==> src/rtl/mem_port_arbiter_pkg.sv <==
// Shared types for the IF/LS memory port arbiter: owner tags, FSM states and the NOP fetch word.
package mem_arb_pkg;

  typedef enum logic [1:0] {OWN_NONE, OWN_IF, OWN_LS} owner_e;

  typedef enum logic [1:0] {IDLE, WAIT_IF, WAIT_LS} arb_state_e;

  localparam logic [31:0] NOP_INSTR = 32'h00000013;

  function automatic arb_state_e wait_state(owner_e o);
    return (o == OWN_LS) ? WAIT_LS : WAIT_IF;
  endfunction

endpackage

==> src/rtl/mem_port_arbiter_if.sv <==
// Fetch, load/store and memory-side signals of the arbiter; slave is the arbiter's view.
interface mem_port_arbiter_if;
  logic        if_req_i;
  logic [31:0] if_addr_i;
  logic        flush_i;
  logic        if_stall_o;
  logic        if_valid_o;
  logic [31:0] if_data_o;

  logic        ls_req_i;
  logic [3:0]  ls_we_i;
  logic [31:0] ls_addr_i;
  logic [31:0] ls_wdata_i;
  logic        ls_stall_o;
  logic        ls_valid_o;
  logic [31:0] ls_rdata_o;

  logic        mem_req_o;
  logic [3:0]  mem_we_o;
  logic [31:0] mem_addr_o;
  logic [31:0] mem_wdata_o;
  logic        mem_ready_i;
  logic [31:0] mem_rdata_i;

  modport slave (
    input  if_req_i, if_addr_i, flush_i,
    input  ls_req_i, ls_we_i, ls_addr_i, ls_wdata_i,
    input  mem_ready_i, mem_rdata_i,
    output if_stall_o, if_valid_o, if_data_o,
    output ls_stall_o, ls_valid_o, ls_rdata_o,
    output mem_req_o, mem_we_o, mem_addr_o, mem_wdata_o
  );

  modport master (
    output if_req_i, if_addr_i, flush_i,
    output ls_req_i, ls_we_i, ls_addr_i, ls_wdata_i,
    output mem_ready_i, mem_rdata_i,
    input  if_stall_o, if_valid_o, if_data_o,
    input  ls_stall_o, ls_valid_o, ls_rdata_o,
    input  mem_req_o, mem_we_o, mem_addr_o, mem_wdata_o
  );
endinterface

==> src/rtl/mem_port_arbiter.sv <==
// Shares one synchronous memory port between fetch and load/store; LS has priority
// with a starvation guard, the owner is locked through wait states.
module mem_port_arbiter
  import mem_arb_pkg::*;
#(
  parameter int unsigned STARVE_LIMIT = 4,
  parameter logic [31:0] NOP_WORD     = NOP_INSTR
) (
  input logic               clk,
  input logic               reset_n,
  mem_port_arbiter_if.slave bus
);

  arb_state_e  state, state_d;
  owner_e      owner, resp_owner;
  logic [2:0]  starve_cnt;
  logic        kill_q;
  logic        mem_req, accept;
  logic [3:0]  mem_we;
  logic [31:0] mem_addr, mem_wdata;
  logic        if_resp, ls_resp, if_kill;
  logic [31:0] if_data_q, if_data_d, ls_rdata_q;

  // A locked owner that drops its request releases the port without an access.
  always_comb begin
    owner = OWN_NONE;
    case (state)
      IDLE: begin
        if (bus.ls_req_i && (!bus.if_req_i || 32'(starve_cnt) < STARVE_LIMIT))
          owner = OWN_LS;
        else if (bus.if_req_i)
          owner = OWN_IF;
      end
      WAIT_IF: if (bus.if_req_i) owner = OWN_IF;
      WAIT_LS: if (bus.ls_req_i) owner = OWN_LS;
      default: owner = OWN_NONE;
    endcase
    if (!reset_n) owner = OWN_NONE;
  end

  always_comb begin
    mem_we    = '0;
    mem_addr  = '0;
    mem_wdata = '0;
    case (owner)
      OWN_IF: mem_addr = bus.if_addr_i & ~32'h3;
      OWN_LS: begin
        mem_we    = bus.ls_we_i;
        mem_addr  = bus.ls_addr_i;
        mem_wdata = bus.ls_wdata_i;
      end
      default: ;
    endcase
  end

  assign mem_req = (owner != OWN_NONE);
  assign accept  = mem_req && bus.mem_ready_i;

  always_comb begin
    state_d = IDLE;
    if (mem_req && !bus.mem_ready_i) state_d = wait_state(owner);
  end

  assign bus.mem_req_o   = mem_req;
  assign bus.mem_we_o    = mem_we;
  assign bus.mem_addr_o  = mem_addr;
  assign bus.mem_wdata_o = mem_wdata;

  assign bus.if_stall_o = reset_n && bus.if_req_i && !(accept && owner == OWN_IF);
  assign bus.ls_stall_o = reset_n && bus.ls_req_i && !(accept && owner == OWN_LS);

  // Flush kills both a response arriving now and one whose request is accepted now.
  assign if_resp   = reset_n && (resp_owner == OWN_IF);
  assign ls_resp   = reset_n && (resp_owner == OWN_LS);
  assign if_kill   = kill_q || bus.flush_i;
  assign if_data_d = if_kill ? NOP_WORD : bus.mem_rdata_i;

  assign bus.if_valid_o = if_resp && !if_kill;
  assign bus.if_data_o  = if_resp ? if_data_d : if_data_q;
  assign bus.ls_valid_o = ls_resp;
  assign bus.ls_rdata_o = ls_resp ? bus.mem_rdata_i : ls_rdata_q;

  always_ff @(posedge clk) begin
    if (!reset_n) begin
      state      <= IDLE;
      resp_owner <= OWN_NONE;
      kill_q     <= 1'b0;
      starve_cnt <= '0;
      if_data_q  <= NOP_WORD;
      ls_rdata_q <= '0;
    end else begin
      state      <= state_d;
      resp_owner <= accept ? owner : OWN_NONE;
      kill_q     <= accept && (owner == OWN_IF) && bus.flush_i;
      if (!bus.if_req_i || (accept && owner == OWN_IF))
        starve_cnt <= '0;
      else if (accept && owner == OWN_LS && starve_cnt != '1)
        starve_cnt <= starve_cnt + 3'd1;
      if (if_resp) if_data_q  <= if_data_d;
      if (ls_resp) ls_rdata_q <= bus.mem_rdata_i;
    end
  end

endmodule

==> src/flat_wrapper.sv <==
// flat-port wrapper written by rule: the top's interface ports become plain ports
module mem_port_arbiter_flat import mem_arb_pkg::*;
#(
  parameter int unsigned STARVE_LIMIT = 4,
  parameter logic [31:0] NOP_WORD     = NOP_INSTR
)
  (clk, reset_n, bus_if_req_i, bus_if_addr_i, bus_flush_i, bus_ls_req_i, bus_ls_we_i, bus_ls_addr_i, bus_ls_wdata_i, bus_mem_ready_i, bus_mem_rdata_i, bus_if_stall_o, bus_if_valid_o, bus_if_data_o, bus_ls_stall_o, bus_ls_valid_o, bus_ls_rdata_o, bus_mem_req_o, bus_mem_we_o, bus_mem_addr_o, bus_mem_wdata_o);
  mem_port_arbiter_if bus_i ();
  input logic clk;
  input logic reset_n;
  input wire logic [$bits(bus_i.if_req_i)-1:0] bus_if_req_i;
  input wire logic [$bits(bus_i.if_addr_i)-1:0] bus_if_addr_i;
  input wire logic [$bits(bus_i.flush_i)-1:0] bus_flush_i;
  input wire logic [$bits(bus_i.ls_req_i)-1:0] bus_ls_req_i;
  input wire logic [$bits(bus_i.ls_we_i)-1:0] bus_ls_we_i;
  input wire logic [$bits(bus_i.ls_addr_i)-1:0] bus_ls_addr_i;
  input wire logic [$bits(bus_i.ls_wdata_i)-1:0] bus_ls_wdata_i;
  input wire logic [$bits(bus_i.mem_ready_i)-1:0] bus_mem_ready_i;
  input wire logic [$bits(bus_i.mem_rdata_i)-1:0] bus_mem_rdata_i;
  output wire logic [$bits(bus_i.if_stall_o)-1:0] bus_if_stall_o;
  output wire logic [$bits(bus_i.if_valid_o)-1:0] bus_if_valid_o;
  output wire logic [$bits(bus_i.if_data_o)-1:0] bus_if_data_o;
  output wire logic [$bits(bus_i.ls_stall_o)-1:0] bus_ls_stall_o;
  output wire logic [$bits(bus_i.ls_valid_o)-1:0] bus_ls_valid_o;
  output wire logic [$bits(bus_i.ls_rdata_o)-1:0] bus_ls_rdata_o;
  output wire logic [$bits(bus_i.mem_req_o)-1:0] bus_mem_req_o;
  output wire logic [$bits(bus_i.mem_we_o)-1:0] bus_mem_we_o;
  output wire logic [$bits(bus_i.mem_addr_o)-1:0] bus_mem_addr_o;
  output wire logic [$bits(bus_i.mem_wdata_o)-1:0] bus_mem_wdata_o;
  assign bus_i.if_req_i = bus_if_req_i;
  assign bus_i.if_addr_i = bus_if_addr_i;
  assign bus_i.flush_i = bus_flush_i;
  assign bus_i.ls_req_i = bus_ls_req_i;
  assign bus_i.ls_we_i = bus_ls_we_i;
  assign bus_i.ls_addr_i = bus_ls_addr_i;
  assign bus_i.ls_wdata_i = bus_ls_wdata_i;
  assign bus_i.mem_ready_i = bus_mem_ready_i;
  assign bus_i.mem_rdata_i = bus_mem_rdata_i;
  assign bus_if_stall_o = bus_i.if_stall_o;
  assign bus_if_valid_o = bus_i.if_valid_o;
  assign bus_if_data_o = bus_i.if_data_o;
  assign bus_ls_stall_o = bus_i.ls_stall_o;
  assign bus_ls_valid_o = bus_i.ls_valid_o;
  assign bus_ls_rdata_o = bus_i.ls_rdata_o;
  assign bus_mem_req_o = bus_i.mem_req_o;
  assign bus_mem_we_o = bus_i.mem_we_o;
  assign bus_mem_addr_o = bus_i.mem_addr_o;
  assign bus_mem_wdata_o = bus_i.mem_wdata_o;
  mem_port_arbiter #(.STARVE_LIMIT(STARVE_LIMIT), .NOP_WORD(NOP_WORD)) u_core (.clk(clk), .reset_n(reset_n), .bus(bus_i));
endmodule
==> config.mk <==
export PLATFORM = sky130hd
export DESIGN_NAME = mem_port_arbiter_flat
export DESIGN_NICKNAME = d
export VERILOG_FILES = /design/src/rtl/mem_port_arbiter_pkg.sv /design/src/rtl/mem_port_arbiter_if.sv /design/src/rtl/mem_port_arbiter.sv /design/src/flat_wrapper.sv
export SDC_FILE = /design/constraint.sdc
export NUM_CORES = 1
export LEC_CHECK = 0
export CAP_MARGIN = 20
export CORE_MARGIN = 2
export CORE_UTILIZATION = 30
export DETAILED_ROUTE_END_ITERATION = 10
export GPL_TIMING_DRIVEN = 0
export PLACE_DENSITY_LB_ADDON = 0.3
export SKIP_LAST_GASP = 1
export SYNTH_ARGS = -nofsm -noshare
export SYNTH_HDL_FRONTEND = slang
export SYNTH_SLANG_ARGS = --single-unit
==> constraint.sdc <==
create_clock -name clk -period 5.2 [get_ports clk]
set_input_delay 0.52 -clock clk [delete_from_list [all_inputs] [get_ports clk]]
set_output_delay 0.52 -clock clk [all_outputs]
set_load 0.005 [all_outputs]
==> results.md, run 1 <==
- Status: complete, no violations
- Global-route wire length before repair: 20.1 mm
- GPL Wtd Cong: 0.817
- Die Area: 0.0130 mm²
- Fillcell total: 1070
- Largest net degree at the start of global routing: 13
- Max-cap viol count: 0
- Number of synthesized register bits: 72
- Synth Flop Type: dfxtp_1
- Worst setup endpoint: bus_mem_addr_o[12]
- Syn avg cell area: 9.77 µm²
- Setup TNS: 0 ns
- Worst setup EP type: primary output
- Skew final: 0.00440 ns
- Slew Limit Fails: 0
- Clock Sinks: 72
- R2r setup slk: 2.88 ns
- CTS Root Cell: clkbuf_16
- Synth area leaders: dfxtp_1 (40%), a22o_1 (14%), and2_1 (12%), mux2_2 (9.9%), a22oi_1 (6.2%)
- Period utilization: 0.772
- Initial core utilization: 0.306
- CTS tree: yes
- Post-synthesis cell count: 373
- Post-route DRC: 0
- Final worst path period need: 4.01 ns
- Resized cells post-CTS: 0
- Maximum buffer depth of the clock tree: 2
- Post-synth ARST share: 0
- Fmax: 249 MHz
- Area of the core: 0.0119 mm²
- Switching power: 305 µW
- Leading cell type in the layout, fill and taps excluded: clkdlybuf4s50_1
- Final setup violation count: 0
- Ant diodes: 0
- Internal Dissipation: 1100 µW
- Hold Buf Count CTS: 0
- Fin. Hold Viols: 0
- Clock transition at path regs: 0.05 ns
- Number of DRC markers in iteration 0: 218
- Syn_nets: 517
- DIE HEIGHT: 114 µm
- Adder-Cell Fraction of Synth Area: 0.0206
- Routed length per placed instance: 16.2 µm
- Synth Cell Area: 0.00364 mm²
- Cell Pwr Density: 205 mW/mm²
- Post-CTS setup buffer count: 0
- Warnings, synthesis: 0
- Number of global-route vias before repair: 4030
- Proportion of layout cells with a drive suffix above 1: 0.0879
- Max-slew headroom: 0.485
- I/O Pins: 275
- Clk pwr share: 0.429
- Final net count: 800
- Final Core Density: 0.575
- Main combinational cell family by area after synthesis: compound AO/OA/AOI/OAI gates
- Area grow syn2layout: 87.9%
- Vias: 3915
- CP arrival: 3.49 ns
- Routed Antenna Nets: 0
- Setup crit start kind: input pin
- Sw frac: 0.217
- DRT Pass-1 Iters: 5
- IO buf count: 272
- Gate power share: 0.175
- Synth area leader: dfxtp_1
- Number of synthesized flops with an enable pin: 0
- RSZ-0062 raised after global routing: false
- Post-synthesis sequential area ratio: 0.395
- Rows: 40
- Via density: 4.85
- Critical path class: input pin to primary output
- Horiz. Die Dim: 114 µm
- Hold WC Path Type: flop to flop
- Dpl hpwl: 10.6 mm
- Synth Area in Compound Gates: 0.222
- Post-Route WL: 13.0 mm
- R2R Path Start: u_core.starve_cnt[2]
- Total congestion overflow: 0
- H-tree Lvls: 3
- Post-Synth Simple-Gate Area: 0.206
- CP Max Fanout: 10
- Reg power frac: 0.396
- Critical Path Source: reset_n
- Mux cell area share after synthesis: 0.104
- Initial antenna violation count: 0
- Leak pwr: 0.00263 µW
- Transition time at the pin with the least slew margin: 0.762 ns
- Global-route usage over all layers: 0.193
- TritonCTS Buffers: 9
- Library cells used by synthesis: 29
- Worst path required time: 4.68 ns
- Most frequent cells in the layout: clkdlybuf4s50_1 (272), dfxtp_1 (72), and2_1 (71), a22o_1 (58), mux2_2 (32)
- Worst Reg-to-Reg Cells: 6
- Post-synth top area share: 0.395
- Max VDD drop: 0.137 mV
- Synth Area in XOR/XNOR: 0.00240
- Reg-to-reg endpoint: u_core.starve_cnt[1]
- Clk Latency, worst-skew pair: 0.32 ns
[cell usage after synthesis, types with 2 or more instances]
| library cell | number |
|---|---|
| ha_1 | 6 |
| buf_6 | 2 |
| a22oi_1 | 30 |
| clkbuf_1 | 23 |
| or3_1 | 2 |
| buf_2 | 8 |
| o22a_1 | 6 |
| nand3b_1 | 2 |
| inv_1 | 7 |
| mux2i_1 | 2 |
| mux2_2 | 32 |
| nor2_1 | 6 |
| a22o_1 | 58 |
| dfxtp_1 | 72 |
| nor2b_1 | 31 |
| and2_1 | 71 |
| nand2_1 | 3 |
[through the flow]
step / total power (µW) / setup WS, ns / hold slack, ns / cells / area [µm²]
2_1_floorplan: 635 / 2.74 / 0.437 / 373 / 3640
3_5_place_dp: 814 / 1.13 / 0.454 / 792 / 6550
6_report: 1400 / 1.19 / 0.475 / 807 / 6850
3_3_place_gp: 810 / 1.17 / 0.444 / 792 / 6550
4_1_cts: 1420 / 1.11 / 0.476 / 807 / 6850
5_1_grt: 1460 / 0.883 / 0.488 / 807 / 6850
[state kept, by name, indices dropped and copies added, names as in the netlist]
register           flops
u_core.if_data_q      32
u_core.kill_q          1
u_core.ls_rdata_q     32
u_core.resp_owner      2
u_core.starve_cnt      3
u_core.state           2
[cell families after synthesis]
kind of cell / count (synthesis)
and+or+nand+nor: 122
AOI/OAI and AO/OA: 97
DFF: 72
buffers and inverters: 41
muxes: 34
adders and majority gates: 6
xor gates and xnor gates: 1
[worst max-delay path: stages]
cell,delay (ns)
clkdlybuf4s50_1,0.57
clkbuf_1,0.36
nand2_1,0.12
a311o_1,0.36
inv_1,0.11
ha_1,0.20
clkbuf_1,0.41
a22oi_1,0.18
nor2b_1,0.16
clkdlybuf4s50_1,0.51
[layer usage]
| layer | wire length, µm | vias up | global-route usage | part of all wire |
|---|---|---|---|---|
| li1 | - | 1903 | - | - |
| met1 | 4960 | 1811 | 0.204 | 0.38 |
| met2 | 6570 | 179 | 0.351 | 0.50 |
| met3 | 1190 | 22 | 0.0683 | 0.091 |
| met4 | 324 | 0 | 0.0740 | 0.025 |
| met5 | 0 | - | 0 | 0 |
[final cells by class]
type	instances	area, µm²	area share
Buffer	33	149	0.0217
Inverter	8	30.0	0.00439
Timing Repair Buffer	272	2720	0.398
Multi-Input combinational cell	260	2020	0.296
Clock buffer	10	239	0.0349
Sequential cell	72	1440	0.210
Tap cell	147	184	0.0269
Clock inverter	5	57.6	0.00840
[power by group through the flow]
| stage | Sequential, µW | Combinational (µW) | Clock (µW) |
|---|---|---|---|
| 3_5_place_dp | 568 | 246 | 0 |
| 5_1_grt | 556 | 263 | 641 |
| 2_1_floorplan | 567 | 67.6 | 0 |
| 3_3_place_gp | 568 | 243 | 0 |
| 4_1_cts | 556 | 248 | 617 |
| 6_report | 556 | 245 | 602 |
[how the worst min path moves through the flow]
stage	startpoint	end	slack (ns)	cells past startpoint
final	u_core.if_data_q[29]	u_core.if_data_q[29]	0.47	1
after global placement	u_core.if_data_q[4]	u_core.if_data_q[4]	0.44	1
after detailed placement	u_core.if_data_q[7]	u_core.if_data_q[7]	0.45	1
after global routing	u_core.if_data_q[7]	u_core.if_data_q[7]	0.49	1
after CTS	u_core.if_data_q[6]	u_core.if_data_q[6]	0.48	1
after floorplan	u_core.if_data_q[0]	u_core.if_data_q[0]	0.44	1
Note: power is estimated with default switching activity, not from simulation.
==> run 2: changes to the inputs <==
- clock period: 5.2 -> 3.4 ns (I/O delays scaled with it)
==> results.md, run 2 (synthesis gave the netlist of run 1 again) <==
- Status: complete, no violations
- Hold Slack: 0.474 ns (-0.000959 ns)
- PnR worst setup slack: 0.204 ns (-0.981 ns)
- Final setup violation count: 0 (unchanged)
- Number of global-route vias before repair: 4030 (unchanged)
- Clk Latency, worst-skew pair: 0.32 ns (about the same)
- Slew Limit Fails: 0 (unchanged)
- Proportion of layout cells with a drive suffix above 1: 0.109 (+0.0212)
- Largest regs: u_core.if_data_q: 32 flops, u_core.ls_rdata_q: 32 flops, u_core.starve_cnt: 3 flops
- Worst setup EP type: primary output
- CP Max Fanout: 10 (unchanged)
- Final net count: 800 (unchanged)
- Maximum buffer depth of the clock tree: 2 (unchanged)
- Worst path required time: 3.06 ns (-1.62 ns)
- Setup crit start kind: input pin
- Leak pwr: 0.00268 µW (+1.8%)
- Period utilization: 0.940
- Initial antenna violation count: 0 (unchanged)
- DIE HEIGHT: 114 µm (unchanged)
- Horiz. Die Dim: 114 µm (unchanged)
- Die Area: 0.0130 mm² (unchanged)
- TritonCTS Buffers: 9 (unchanged)
- Routed length per placed instance: 16.2 µm (+0.20%)
- Rows: 40 (unchanged)
- Dpl ws: -0.306 ns (-1.44 ns)
- Max VDD drop: 0.209 mV (+53%)
- Leading cell type in the layout, fill and taps excluded: clkdlybuf4s50_1
- Post-route DRC: 0 (unchanged)
- Transition time at the pin with the least slew margin: 0.768 ns (+0.00593 ns)
- Cell Pwr Density: 313 mW/mm² (+53%)
- I/O Pins: 275 (unchanged)
- CP arrival: 2.86 ns (-0.63 ns)
- Hold Buf Count CTS: 0 (unchanged)
- Final worst path period need: 3.20 ns
- Global-route wire length before repair: 20.1 mm (unchanged)
- Max-cap viol count: 0 (unchanged)
- Setup TNS: 0 ns (unchanged)
- Critical path class: input pin to primary output
- Number of DRC markers in iteration 0: 222 (+1.8%)
- Initial core utilization: 0.306 (unchanged)
- Max-slew headroom: 0.481 (-0.00401)
- Most frequent cells in the layout: clkdlybuf4s50_1 (272), dfxtp_1 (72), and2_1 (71), a22o_1 (58), mux2_2 (32)
- Area of the core: 0.0119 mm² (unchanged)
- DRT Pass-1 Iters: 4 (-1)
- Clock Sinks: 72 (unchanged)
- Dpl hpwl: 10.6 mm (unchanged)
- Global-route usage over all layers: 0.193 (unchanged)
- Via density: 4.86 (+0.10%)
- Routed Antenna Nets: 0 (unchanged)
- IO buf count: 272 (unchanged)
- Skew final: 0.00436 ns (-0.0000462 ns)
- CTS tree: yes
- GPL Wtd Cong: 0.817 (unchanged)
- Hold WC Path Type: flop to flop
- Post-CTS setup buffer count: 0 (unchanged)
- Fmax: 313 MHz
- Vias: 3919 (+0.10%)
- Area grow syn2layout: 88.6%
- Fin. Hold Viols: 0 (unchanged)
- CTS Root Cell: clkbuf_16
- H-tree Lvls: 3 (unchanged)
- Post-Route WL: 13.1 mm (+0.20%)
- Ant diodes: 0 (unchanged)
- Largest net degree at the start of global routing: 13 (unchanged)
- Clock transition at path regs: 0.06 ns (about the same)
- Total congestion overflow: 0 (unchanged)
- RSZ-0062 raised after global routing: false
## run 2: cell types whose count changed in the layout (fill, tap and decap cells not counted), sizes merged
| cell | delta |
|---|---|
| buf | +3 |
| clkbuf | -3 |
## run 2: repair_timing
| action | 4_1_cts | 5_1_grt |
|---|---|---|
| endpoints found under the setup margin | 70 | 70 |
| gates resized for setup | 4 | 29 |
| cloned | 0 | 0 |
## run 2: routing by layer
metal,vias to the layer above,wire (µm),global-route usage
met4,0,321,0.0740
li1,1904,-,-
met1,1810,4920,0.204
met2,183,6610,0.351
met3,22,1210,0.0683
met5,-,0,0
## run 2: where the power goes
group	switching [µW]	internal, µW
clock	338	583
sequential	1.65	848
combinational	126	253
total	465	1680
## run 2: stage by stage
stage	total power, µW	instance area [µm²]	instances	utilization
global route	2240	6870	807	0.577
finish	2150	6870	807	0.577
detailed placement	1240	6550	792	0.550
global placement	1240	6550	792	0.550
CTS	2170	6850	807	0.575
floorplan	971	3640	373	-
## run 2: area by class of cell
class                   instances  area [µm²]
fillers                      1067        5040
repair buffers                272        2720
multi-input cells             260        2020
flip-flops and latches         72        1440
clock buffers                  10         239
well taps                     147         184
plain buffers                  33         174
clock inverters                 5        57.6
inverters                       8        30.0
## run 2: worst max-delay path, cell delays in order
cell	delay [ns]
clkdlybuf4s50_1	0.57
buf_4	0.20
nand2_1	0.08
a311o_1	0.35
inv_1	0.11
ha_1	0.19
buf_2	0.22
a22oi_1	0.12
nor2b_1	0.12
clkdlybuf4s50_1	0.55
## run 2: path summary, 6_finish.rpt
| check | slack, ns | cells past startpoint | from | to |
|---|---|---|---|---|
| worst max-delay path | 0.20 | 10 | reset_n | bus_mem_addr_o[23] |
| worst min-delay path | 0.47 | 1 | u_core.if_data_q[15] | u_core.if_data_q[15] |
| worst max register to register | 1.08 | 6 | u_core.starve_cnt[2] | u_core.starve_cnt[1] |
| worst min register to register | 0.47 | 1 | u_core.if_data_q[15] | u_core.if_data_q[15] |
